[src/rtl/seq_frac_div.sv]
// Iterative restoring divider for FP mantissas: quotient = floor(a * 2^(W+EXTRA-1) / b),
// resolving BPC quotient bits per clock, with sticky, divide-by-zero and overflow flags.
module seq_frac_div #(
  parameter int W     = 24,
  parameter int EXTRA = 2,
  parameter int BPC   = 1
) (
  input  logic                 clk,
  input  logic                 arst,
  input  logic                 in_valid,
  output logic                 in_ready,
  input  logic [W-1:0]         a,
  input  logic [W-1:0]         b,
  output logic                 out_valid,
  input  logic                 out_ready,
  output logic [W+EXTRA-1:0]   quotient,
  output logic                 sticky,
  output logic                 div_zero,
  output logic                 ovf
);

  localparam int QW = W + EXTRA;
  localparam int N  = QW / BPC;
  localparam int CW = (N > 1) ? $clog2(N) : 1;
  localparam logic [CW-1:0] LAST = CW'(N - 1);

  if ((W + EXTRA) % BPC != 0) begin : g_bpc_check
    $fatal(1, "seq_frac_div: W+EXTRA must be a multiple of BPC");
  end

  typedef enum logic [1:0] {IDLE, BUSY, DONE} state_t;

  state_t          state;
  logic [W-1:0]    b_reg;
  logic [W+1:0]    rem;
  logic [CW-1:0]   cnt;

  logic            accept;
  logic [W+1:0]    b_ext;
  logic [W+1:0]    r_work;
  logic [W+1:0]    d_work;
  logic [W+1:0]    kept;
  logic            q_bit;
  logic [BPC-1:0]  q_step;
  logic [W+1:0]    rem_next;
  logic [QW+BPC-1:0] q_wide;

  assign in_ready = (state == IDLE) || (state == DONE && out_ready);
  assign accept   = in_valid && in_ready;
  assign b_ext    = {2'b00, b_reg};
  assign q_wide   = {quotient, q_step};

  // BPC unrolled restoring steps; kept holds the last step's remainder before its shift.
  always_comb begin
    r_work   = rem;
    d_work   = '0;
    kept     = '0;
    q_bit    = 1'b0;
    q_step   = '0;
    for (int i = 0; i < BPC; i++) begin
      d_work = r_work - b_ext;
      q_bit  = ~d_work[W+1];
      kept   = q_bit ? d_work : r_work;
      q_step[BPC-1-i] = q_bit;
      r_work = {kept[W:0], 1'b0};
    end
    rem_next = r_work;
  end

  always_ff @(posedge clk or posedge arst) begin
    if (arst) begin
      state     <= IDLE;
      out_valid <= 1'b0;
      quotient  <= '0;
      sticky    <= 1'b0;
      div_zero  <= 1'b0;
      ovf       <= 1'b0;
      cnt       <= '0;
      rem       <= '0;
      b_reg     <= '0;
    end else begin
      case (state)
        IDLE, DONE: begin
          if (accept) begin
            b_reg    <= b;
            rem      <= {2'b00, a};
            cnt      <= '0;
            div_zero <= 1'b0;
            ovf      <= 1'b0;
            sticky   <= 1'b0;
            if (b == '0) begin
              state     <= DONE;
              out_valid <= 1'b1;
              div_zero  <= 1'b1;
              quotient  <= '1;
            end else if ({1'b0, a} >= {b, 1'b0}) begin
              state     <= DONE;
              out_valid <= 1'b1;
              ovf       <= 1'b1;
              sticky    <= 1'b1;
              quotient  <= '1;
            end else begin
              state     <= BUSY;
              out_valid <= 1'b0;
              quotient  <= '0;
            end
          end else if (state == DONE && out_ready) begin
            state     <= IDLE;
            out_valid <= 1'b0;
          end
        end
        BUSY: begin
          rem      <= rem_next;
          quotient <= q_wide[QW-1:0];
          cnt      <= cnt + CW'(1);
          if (cnt == LAST) begin
            state     <= DONE;
            out_valid <= 1'b1;
            sticky    <= |kept;
          end
        end
        default: state <= IDLE;
      endcase
    end
  end

endmodule

[config.mk]
export PLATFORM = sky130hd
export DESIGN_NAME = seq_frac_div
export DESIGN_NICKNAME = d
export VERILOG_FILES = /design/src/rtl/seq_frac_div.sv
export SDC_FILE = /design/constraint.sdc
export NUM_CORES = 1
export LEC_CHECK = 0
export CAP_MARGIN = 20
export CORE_ASPECT_RATIO = 1.25
export CORE_MARGIN = 3
export CORE_UTILIZATION = 60
export CTS_CLUSTER_DIAMETER = 60
export DETAILED_ROUTE_END_ITERATION = 10
export PLACE_DENSITY_LB_ADDON = 0.2
export SLEW_MARGIN = 20
export SYNTH_ARGS = -nofsm -noshare
export SYNTH_HDL_FRONTEND = slang
export SYNTH_SLANG_ARGS = --single-unit
[constraint.sdc]
create_clock -name clk -period 6.87 [get_ports clk]
set_input_delay 1.374 -clock clk [delete_from_list [all_inputs] [get_ports clk]]
set_output_delay 1.374 -clock clk [all_outputs]
set_load 0.03 [all_outputs]
==> run metrics <==
Met3 Routed Length=1245 um; Post-DP HPWL=13550 um; #FFs+latches synth=87; vias in the first global route=5944; num rows=40; PostCTS Resize Cnt=0; Hold Slack=0.5015 ns; Total GRT Usage=33.32%; Max H-tree Level=3; Final Hold Fails=0; wire length per cell=20.01 um; Final WS setup=2.024 ns; fin nets=898; DR vias/cell=6.397; pre-CTS WS=1.979 ns; Cell Area, Synth=6115 um2; prevailing post-synth register cell=dfrtp_1; cell count after synthesis=731; CTS Buf Count=9; Clock transition at path regs=0.07 ns; M1 WL=7294 um; I/O Buffers=82; n_diodes=0; setup slack, reg-to-reg=2.02 ns; kind of critical path=flop to flop; ANT nets after route=0; DR iter-0 viols=425; CTS Root Cell=clkbuf_16; largest stage delay on the critical path=0.54 ns; final setup fails=0; ys async rst share=100.0%; RSZ-0062 raised after global routing=no; global-route wire length before repair=29790 um; Syn Nets=834; number of synthesized flops with an enable pin=0; post-route cell area=7284 um2; gp weighted congestion=0.9527; crit start category=flop; clock latency on the worst-skew pair=0.35 ns; IO Pins=83; kind of end point of the critical path=flop; crit path max fanout=19; sequential area share after synthesis=35.60%; required time worst endpoint=7.09 ns; Max Cap Viol=0; Ys Warns=0; commonest cells in the netlist=nand2_1, dfrtp_1, o21ai_0, nand3_1, inv_1; arrival time worst endpoint=5.07 ns; quantity of hold-fixing buffers added after cts=0; status=completed; crit path time final=4.846 ns; Clock Skew=0.008033 ns; Setup TNS=0 ns; postcts setup bufs=0; Yosys top cell area share=35.60%; Worst-Margin Slew=1.124 ns; Die W=96.29 um; Placed Area=6987 um2; Slew Viols, Final=0; core area=9759 um2; syn_area_per_cell=8.365 um2; crit-path leading delay family=compound AO/OA/AOI/OAI gates; total number of vias=5924; First-pass DRT Iterations=5; grt ovf=0; full die area=11450 um2; top-count cell post-synth=nand2_1; relative slew slack=25.10%; Filler cells=731; Peak Freq=0.2064 GHz; crit-path cells=ha_1, o21ai_0, a2111o_1, a311o_1, o211ai_1, a21oi_1, o21ai_0, ha_1, clkinv_1, buf_4, nand2_1, o31ai_1, a2111oi_0, nand4_1, a2111oi_2, a31oi_1; Clock Path Buffers=2; Area growth syn-to-layout=19.13%; Remaining DRCs=0; met2 WL=9195 um; register area=2177 um2; final wirelength=18530 um; initial antenna violation count=0; share of cells above drive strength 1=5.625%; Synth cell types=70; Worst Hold Class=flop to flop; Sink Count=87; Top Metal Used=met4; CTS tree=yes; area taken by multi-input logic gates=3556 um2; largest net degree at the start of global routing=55; Final Cycle Share=70.53%; Synth area leader=dfrtp_1; CP bufs+invs=2; DIE HEIGHT=118.9 um; Slowest-stage cell, CP=ha_1; Area contributors post-synth=dfrtp_1, ha_1, nand2_1, o21ai_0, nand3_1; Initial Util=62.65%
[worst register-to-register path, delay by kind of cell (launching register included)]
| kind | cells | cell delay, ns |
|---|---|---|
| buffers and inverters | 2 | 0.77 |
| adders and majority gates | 2 | 0.97 |
| DFF | 1 | 0.42 |
| AOI/OAI and AO/OA | 10 | 2.31 |
| and+or+nand+nor | 2 | 0.25 |
[layer usage]
layer,up-vias,GRT usage [%]
met4,0,15.00
met5,-,0
met1,2836,42.32
met2,274,54.56
li1,2755,-
met3,59,5.938
[cell families (layout without fill, tap and decap cells)]
kind of cell    count (synthesis)  count (layout)  share of synthesized area (%)
fa+ha+maj                      51              51                          10.56
flops                          87              87                          35.60
compound gates                216             216                          24.31
buf+inv                        95             164                          6.343
xor+xnor                       11              11                          1.576
simple gates                  263             263                          20.22
mux                             8               8                          1.391
[cells in the final DEF, fill, tap and decap left out, types with 12 or more instances in the layout]
cell             Yosys  routed
nand2_1            104     104
dfrtp_1             87      87
clkdlybuf4s50_1      0      82
o21ai_0             71      71
nand3_1             68      68
inv_1               58      57
ha_1                50      50
a21oi_1             39      39
nor2_1              33      33
a22oi_1             15      15
a21o_1              13      13
nand4_1             12      12
[final timing paths]
path / cells past startpoint / startpoint / endpoint
setup / recovery: 16 / rem[6]$_DFFE_PP0P_ / sticky$_DFFE_PP0P_
hold / removal: 1 / cnt[4]$_DFFE_PP0P_ / cnt[4]$_DFFE_PP0P_
setup reg to reg: 16 / rem[6]$_DFFE_PP0P_ / sticky$_DFFE_PP0P_
hold reg to reg: 1 / cnt[4]$_DFFE_PP0P_ / cnt[4]$_DFFE_PP0P_
max in group asynchronous: 3 / arst / quotient[15]$_DFFE_PP0P_
min in group asynchronous: 2 / arst / b_reg[20]$_DFFE_PP0P_
[metrics by stage]
stage	cells	utilization, %
detailed placement	910	71.59
global placement	910	71.59
CTS	926	74.64
floorplan	731	-
global route	926	74.64
finish	926	74.64
[layout make-up]
cell class              count  area share [%]
flip-flops and latches     87           29.89
well taps                 126           2.164
clock buffers              10           3.143
repair buffers             89           11.99
inverters                  59           3.057
multi-input cells         549           48.81
clock inverters             6          0.9447
Power is left out: the tool's default activity adds up to more than one toggle a clock period on the data nets, which glitch-free logic cannot reach.
